## config.mk

```make
export PLATFORM = sky130hd
export DESIGN_NAME = serial_adder
export DESIGN_NICKNAME = d
export VERILOG_FILES = /design/src/rtl/serial_adder_pkg.sv /design/src/rtl/half_adder.sv /design/src/rtl/serial_adder.sv
export SDC_FILE = /design/constraint.sdc
export NUM_CORES = 1
export LEC_CHECK = 0
export CAP_MARGIN = 10
export CELL_PAD_IN_SITES_DETAIL_PLACEMENT = 1
export CELL_PAD_IN_SITES_GLOBAL_PLACEMENT = 1
export CORE_ASPECT_RATIO = 1.5
export CORE_MARGIN = 1.5
export CORE_UTILIZATION = 30
export DETAILED_ROUTE_END_ITERATION = 16
export GPL_TIMING_DRIVEN = 0
export PLACE_DENSITY_LB_ADDON = 0.1
export SYNTH_ARGS = -nofsm -noshare
export SYNTH_HDL_FRONTEND = slang
export SYNTH_SLANG_ARGS = --single-unit
export TNS_END_PERCENT = 20
```

## constraint.sdc

```tcl
create_clock -name i_clk -period 1.5 [get_ports i_clk]
set_clock_uncertainty 0.05 [all_clocks]
set_input_delay 0.3 -clock i_clk [delete_from_list [all_inputs] [get_ports i_clk]]
set_output_delay 0.3 -clock i_clk [all_outputs]
set_load 0.05 [all_outputs]
```

## src/rtl/serial_adder_pkg.sv

```systemverilog
// Shared definitions for the bit-serial adder: FSM state encoding and default operand width.
package serial_adder_pkg;

    localparam int DEFAULT_WIDTH = 8;

    typedef enum logic [1:0] {
        IDLE = 2'd0,
        ADD  = 2'd1,
        DONE = 2'd2
    } state_t;

endpackage : serial_adder_pkg

```

## src/rtl/half_adder.sv

```systemverilog
// One-bit half adder; two of these plus an OR form the per-bit full add of serial_adder.
module half_adder (
    input  logic a,
    input  logic b,
    output logic sum,
    output logic carry
);

    assign sum   = a ^ b;
    assign carry = a & b;

endmodule : half_adder

```

## src/rtl/serial_adder.sv

```systemverilog
// Bit-serial adder: accepts two WIDTH-bit operands plus carry-in, adds one bit per clock
// LSB-first, and presents {o_carry, o_sum} with a valid/ready handshake.
module serial_adder
    import serial_adder_pkg::*;
#(
    parameter int WIDTH = DEFAULT_WIDTH
) (
    input  logic             i_clk,
    input  logic             i_rst,
    input  logic             i_valid,
    output logic             o_ready,
    input  logic [WIDTH-1:0] i_a,
    input  logic [WIDTH-1:0] i_b,
    input  logic             i_cin,
    output logic [WIDTH-1:0] o_sum,
    output logic             o_carry,
    output logic             o_valid,
    input  logic             i_ready,
    output logic             o_busy
);

    localparam int               CNT_W    = $clog2(WIDTH + 1);
    localparam logic [CNT_W-1:0] LAST_BIT = CNT_W'(WIDTH - 1);
    localparam logic [CNT_W-1:0] CNT_ONE  = CNT_W'(1);

    state_t           state;
    logic [WIDTH-1:0] a_sr;
    logic [WIDTH-1:0] b_sr;
    logic [WIDTH-1:0] sum_shift;
    logic [CNT_W-1:0] bit_cnt;
    logic             carry_q;
    logic             ha0_sum;
    logic             ha0_carry;
    logic             sum_bit;
    logic             ha1_carry;
    logic             carry_next;

    half_adder u_ha0 (
        .a     (a_sr[0]),
        .b     (b_sr[0]),
        .sum   (ha0_sum),
        .carry (ha0_carry)
    );

    half_adder u_ha1 (
        .a     (ha0_sum),
        .b     (carry_q),
        .sum   (sum_bit),
        .carry (ha1_carry)
    );

    assign carry_next = ha0_carry | ha1_carry;

    // New sum bit enters at the MSB so that after WIDTH shifts bit k sits at o_sum[k].
    always_comb begin
        // NOTE: assign a full default first so no path through this block infers a latch.
        sum_shift            = o_sum >> 1;
        sum_shift[WIDTH-1]   = sum_bit;
    end

    // NOTE: sequential state uses non-blocking assignments only, so every register samples
    // the pre-edge values of the others regardless of statement order.
    always_ff @(posedge i_clk or posedge i_rst) begin
        if (i_rst) begin
            state   <= IDLE;
            a_sr    <= '0;
            b_sr    <= '0;
            bit_cnt <= '0;
            carry_q <= 1'b0;
            o_sum   <= '0;
            o_carry <= 1'b0;
            o_ready <= 1'b1;
            o_valid <= 1'b0;
            o_busy  <= 1'b0;
        end else begin
            case (state)
                IDLE: begin
                    if (i_valid) begin
                        a_sr    <= i_a;
                        b_sr    <= i_b;
                        carry_q <= i_cin;
                        bit_cnt <= '0;
                        o_sum   <= '0;
                        o_carry <= 1'b0;
                        o_ready <= 1'b0;
                        o_busy  <= 1'b1;
                        state   <= ADD;
                    end
                end

                ADD: begin
                    a_sr    <= a_sr >> 1;
                    b_sr    <= b_sr >> 1;
                    carry_q <= carry_next;
                    o_sum   <= sum_shift;
                    bit_cnt <= bit_cnt + CNT_ONE;
                    if (bit_cnt == LAST_BIT) begin
                        o_carry <= carry_next;
                        o_busy  <= 1'b0;
                        o_valid <= 1'b1;
                        state   <= DONE;
                    end
                end

                DONE: begin
                    if (i_ready) begin
                        o_valid <= 1'b0;
                        o_ready <= 1'b1;
                        state   <= IDLE;
                    end
                end

                default: begin
                    o_valid <= 1'b0;
                    o_busy  <= 1'b0;
                    o_ready <= 1'b1;
                    state   <= IDLE;
                end
            endcase
        end
    end

endmodule : serial_adder
```

# ---- After elaboration in Yosys (flattened, before gate mapping)
# Index checks and enable logic that the tools add are counted.
dict set report word_totals {
  regBits 35
  out_inout_bits 12
  wordCells 58
}
dict set report op_classes {
  add_sub_neg 1
  eq_ne 6
  muxes 25
  n_bitwise 8
  n_reduce_logical 8
}
# op count
set op_table {}
lappend op_table {{$pmux 8 s2} 3}
lappend op_table {{$mux 8} 3}
lappend op_table {{$reduce_and 3->1} 5}
lappend op_table {{$pmux 1 s3} 3}
lappend op_table {{$mux 1} 8}
lappend op_table {{$pmux 4 s2} 1}
lappend op_table {{$mux 2} 3}
lappend op_table {{$ne 2x2->1 const B} 3}
lappend op_table {{$pmux 2 s3} 1}
lappend op_table {{$add 4x1->4 const B} 1}
lappend op_table {{$eq 4x3->1 const B} 1}
lappend op_table {{$mux 4} 1}
lappend op_table {{$pmux 1 s2} 2}
lappend op_table {{$not 1->1} 3}
lappend op_table {{$and 1x1->1} 2}
lappend op_table {{$eq 2x1->1 const B} 1}
lappend op_table {{$eq 2x2->1 const B} 1}
lappend op_table {{$logic_not 2->1} 1}
lappend op_table {{$reduce_and 2->1} 1}
lappend op_table {{$reduce_bool 2->1} 1}
lappend op_table {{$xor 1x1->1} 2}
lappend op_table {{$or 1x1->1} 1}

# ---- Depth between registers and ports, before layout
dict set report logic_depth {
  depth_word 5
  ltp_mapped 6
  ltp_nobuf 4
}

# ---- Modules after synthesis
# A second synthesis with hierarchy kept.
dict set report unflattened {
  hier_cells 139
  area_unflattened_um2 1571.5
}
# module n_inst cells_each area_each_um2
set modules_own_cells {}
lappend modules_own_cells {serial_adder 1 137 1546.5}
lappend modules_own_cells {half_adder 2 1 12.5}

# ---- Worst setup path before layout
# Ideal clock, no wire load.
dict set report synth_path {
  path_type {reg-to-reg}
  from {register state[0]}
  to {register o_sum[1]}
  setup_time_ns 0.119
  arrival_ns 1.225
  t_required_ns 1.331
  slack_ns 0.106
  path_stages_with_launch 7
  n_path_buf 3
  synth_period_minus_slack_ns 1.394
  path_cell_list {dfrtp_1 -> buf_6 -> or3b_1 -> buf_2 -> buf_6 -> nand3_1 -> nand2_1}
}
dict set report synth_between {
  elab_chain_cells 3
  word_cells_on_any_way 6
  cone_classes {eq/ne: 2; mux: 1; reduce/logical: 3}
}
# item line_no
set synth_lines {}
lappend synth_lines {{from (decl)} serial_adder.sv:26} ;# state_t state;
lappend synth_lines {{from (signal assigned)} serial_adder.sv:65} ;# state <= IDLE;
lappend synth_lines {{from (signal assigned)} serial_adder.sv:87} ;# state <= ADD;
lappend synth_lines {{from (signal assigned)} serial_adder.sv:101} ;# state <= DONE;
lappend synth_lines {{$eq 2x1->1 or $logic_not 2->1 (tied branches)} serial_adder.sv:76} ;# case (state)
lappend synth_lines {{$reduce_bool 2->1 (no source line) or $ne 2x2->1 (tied branches)} --}
lappend synth_lines {{$reduce_and 2->1 (no source line)} --}
lappend synth_lines {{to (signal assigned)} serial_adder.sv:95} ;# o_sum <= sum_shift;
lappend synth_lines {{to (decl)} serial_adder.sv:15} ;# output logic [WIDTH-1:0] o_sum,
# Several ways; a longest one is shown, not always the timed one.
# A chain may end at the register's enable or synchronous reset.

# ---- Final worst setup path
dict set report layout_path {
  from {register state[0]}
  to {register b_sr[1]}
}
dict set report layout_between {
  elab_chain_cells 3
  word_cells_on_any_way 6
  cone_classes {eq/ne: 2; mux: 1; reduce/logical: 3}
}
# item line_no
set layout_lines {}
lappend layout_lines {{$eq 2x1->1 or $logic_not 2->1 (tied branches)} serial_adder.sv:76}
lappend layout_lines {{$reduce_bool 2->1 (no source line) or $ne 2x2->1 (tied branches)} --}
lappend layout_lines {{$reduce_and 2->1 (no source line)} --}
lappend layout_lines {{to (signal assigned)} serial_adder.sv:80} ;# b_sr <= i_b;
lappend layout_lines {{to (signal assigned)} serial_adder.sv:93} ;# b_sr <= b_sr >> 1;
lappend layout_lines {{to (decl)} serial_adder.sv:28} ;# logic [WIDTH-1:0] b_sr;
# Several ways; a longest one is shown, not always the timed one.

==> reports/qor.yml <==
p_total_mw: 4.47
grt-ovfl-total: 0
critPathBufInv: 3
synth_edf_count: 0
max_cap_violations: 0
tns_ns: 0
cp-end-kind: "flip-flop"
period_needed_ns: 1.43
die_x_um: 61.4
max_stage_delay_ns: 0.37
p_seq_share_pct: 36.0
cts_max_path_buffers: 2
period_share_pct: 95.1
routed_wirelength_um: 3700
slew_violations: 0
final_hold_viol_count: 0
synth_flop_cell: "dfrtp_1"
synthesis.area_um2: 1530
irDropWorstVdd_v: 0.000709
gp_congestion: 0.689
rows: 31
p_sw_mw: 1.91
critPathArrivalTime_ns: 1.55
tritoncts: "yes"
cts_buffers: 5
leakage_nw: 1.03
cellPowerDensity_nw_per_um2: 2120
worstPathRequired_ns: 1.62
synthArstFlopShare_pct: 100
intPower_mw: 2.56
fp.coreArea_um2: 4890
area_growth_pct: 37.4
hp-class: "input port to asynchronous set/reset pin"
ant_nets: 0
ys_ff_latch: 35
clk_pin_slew_ns: 0.07
p_clk_share_pct: 16.7
drtIter0Drc: 53
first_pass_iters: 4
clock_latency_ns: 0.28
ys_warn_count: 0
yosys-top-cells-area: "dfrtp_1 (56%), nand2_1 (12%), a22oi_1 (6.9%), nand3_1 (3.6%), buf_2 (2.0%)"
vias: 1225
vias_per_cell: 4.68
swShare_pct: 42.7
fp.dieH_um: 90.5
dp.final_hpwl_um: 2680
grt_pass1_wl_um: 6250
cp-start-kind: "flip-flop"
outcome: "finished clean"
synth_cell_types: 27
finalInstanceArea_um2: 2110
synth_top_area_share_pct: 55.5
crit_type: "flip-flop to flip-flop"
syn_nets: 176
r2r_start: "state[0]$_DFFE_PP0P_"
antenna_found_initial: 0
syn_inst: 153
num_io_pins: 33
path_delay_family: "buffers and inverters"
grt_max_degree: 25
cp_max_fo: 10
report.final.setup_viol: 0
dieArea_um2: 5560
synth_common_cells: "nand2_1 (51), dfrtp_1 (34), a22oi_1 (14)"
placed_cell_area_um2: 1960
nets: 218
antenna-diode-count: 0
crit_path_start: "state[0]$_DFFE_PP0P_"
critPathSlowestCell: "dfrtp_1"
post_drt_wl_per_cell_um: 14.1
maxSlewHeadroom_pct: 63.6
cts-htree-levels: 2
drive_gt1_share_pct: 21.4
grt_use_total_pct: 15.1
ys_seq_area_share_pct: 57.2
crit_path_cell_trace: "buf_6 -> nor2b_2 -> buf_2 -> buf_4 -> a22oi_1 -> nand2_1"
drc: 0
avgSynthCellArea_um2: 10.0
port_buffers: 32
cts_root_buf: "clkbuf_8"
first_global_vias: 1334
synth_area_leader_cell: "dfrtp_1"
p_comb_share_pct: 47.2
cts.sinks: 35
worst_pin_slew_ns: 0.545
synth_most_common_cell: "nand2_1"
max_freq_mhz: 701
initial_core_util_pct: 31.4
-- worst register-to-register path, delay by kind of cell, from the launching register on --
family                 cells  cell delay [ns]
AOI/OAI and AO/OA          1             0.19
buffers and inverters      3             0.49
DFF                        1             0.37
and+or+nand+nor            2             0.21
-- state kept, by name, indices dropped and copies added (netlist names) --
register and count:
a_sr 8, b_sr 8, bit_cnt 4, carry_q 1
o_busy 1, o_carry 1, o_ready 1, o_sum 8
o_valid 1, state 2
-- stage by stage --
stage,cells,worst slack [ns],hold slack [ns],util (%)
6_report,262,0.0739,0.306,43.1
5_1_grt,262,-0.0110,0.350,43.1
4_1_cts,262,-0.0285,0.330,42.6
3_5_place_dp,252,-0.374,0.415,40.2
3_3_place_gp,251,-0.438,0.401,39.6
2_1_floorplan,153,0.106,0.355,-
-- cells by family (layout without fill, tap and decap cells) --
| kind of cell | count (synthesis) | count (layout) | share of synthesized area, % |
|---|---|---|---|
| flops | 35 | 35 | 57.2 |
| fa+ha+maj | 2 | 2 | 2.12 |
| compound gates | 28 | 28 | 13.0 |
| simple gates | 71 | 71 | 20.7 |
| mux | 2 | 2 | 1.31 |
| buf+inv | 15 | 58 | 5.63 |
-- power groups by stage --
stage | Combinational (mW) | Sequential (mW) | Clock [mW]
after floorplan | 0.987 | 2.03 | 0
after global placement | 2.03 | 1.59 | 0
after detailed placement | 2.10 | 1.62 | 0
after CTS | 2.07 | 1.60 | 0.777
after global routing | 2.33 | 1.66 | 0.821
final | 2.11 | 1.61 | 0.749
-- layer usage --
layer	vias up	global-route usage [%]	wire length (um)
met1	603	17.7	1580
li1	594	-	-
met4	0	5.67	65
met3	5	3.87	110
met5	-	0	0
met2	23	25.4	1940
-- cell type report --
class                      instances  area (um2)
sequential                        35         877
inverter                           5        18.8
tap                               66        82.6
fill                             584        2780
multi-input combinational        103         599
clock buffer                       8         100
timing repair buffer              36         357
buffer                             9        71.3
-- worst paths after layout --
check | end | slack (ns) | cells after the start
worst min-delay path | o_sum[2]$_DFFE_PP0P_ | 0.31 | 2
worst min register to register | a_sr[0]$_DFFE_PP0P_ | 0.43 | 2
worst max-delay path | b_sr[1]$_DFFE_PP0P_ | 0.07 | 6
worst max register to register | b_sr[1]$_DFFE_PP0P_ | 0.07 | 6
min in group i_clk | a_sr[0]$_DFFE_PP0P_ | 0.43 | 2
max in group asynchronous | o_ready$_DFFE_PP1P_ | 0.51 | 3
-- repair_timing --
item | CTS | global route
hold buffers | 0 | 0
setup buffers | 2 | 1
endpoints found under the setup margin | 21 | 25
pin swaps | 0 | 0
gates resized for setup | 34 | 18
-- layout by cell type, fill, tap and decap left out, types with 3 or more instances in the layout --
cell type        Yosys  final
dfrtp_1             34     34
inv_1                5      5
o21ai_0              5      5
a22oi_1             14     11
a21o_1               3      3
clkdlybuf4s15_2      0      7
clkdlybuf4s50_1      0     19
nand2_1             51     51
buf_4                2      6
clkbuf_8             0      7
a22oi_2              0      3
nand3_1             11     10
clkbuf_2             0      4
buf_6                2      3
buf_2                6      4
No activity file was read; power rests on OpenSTA's default activity.
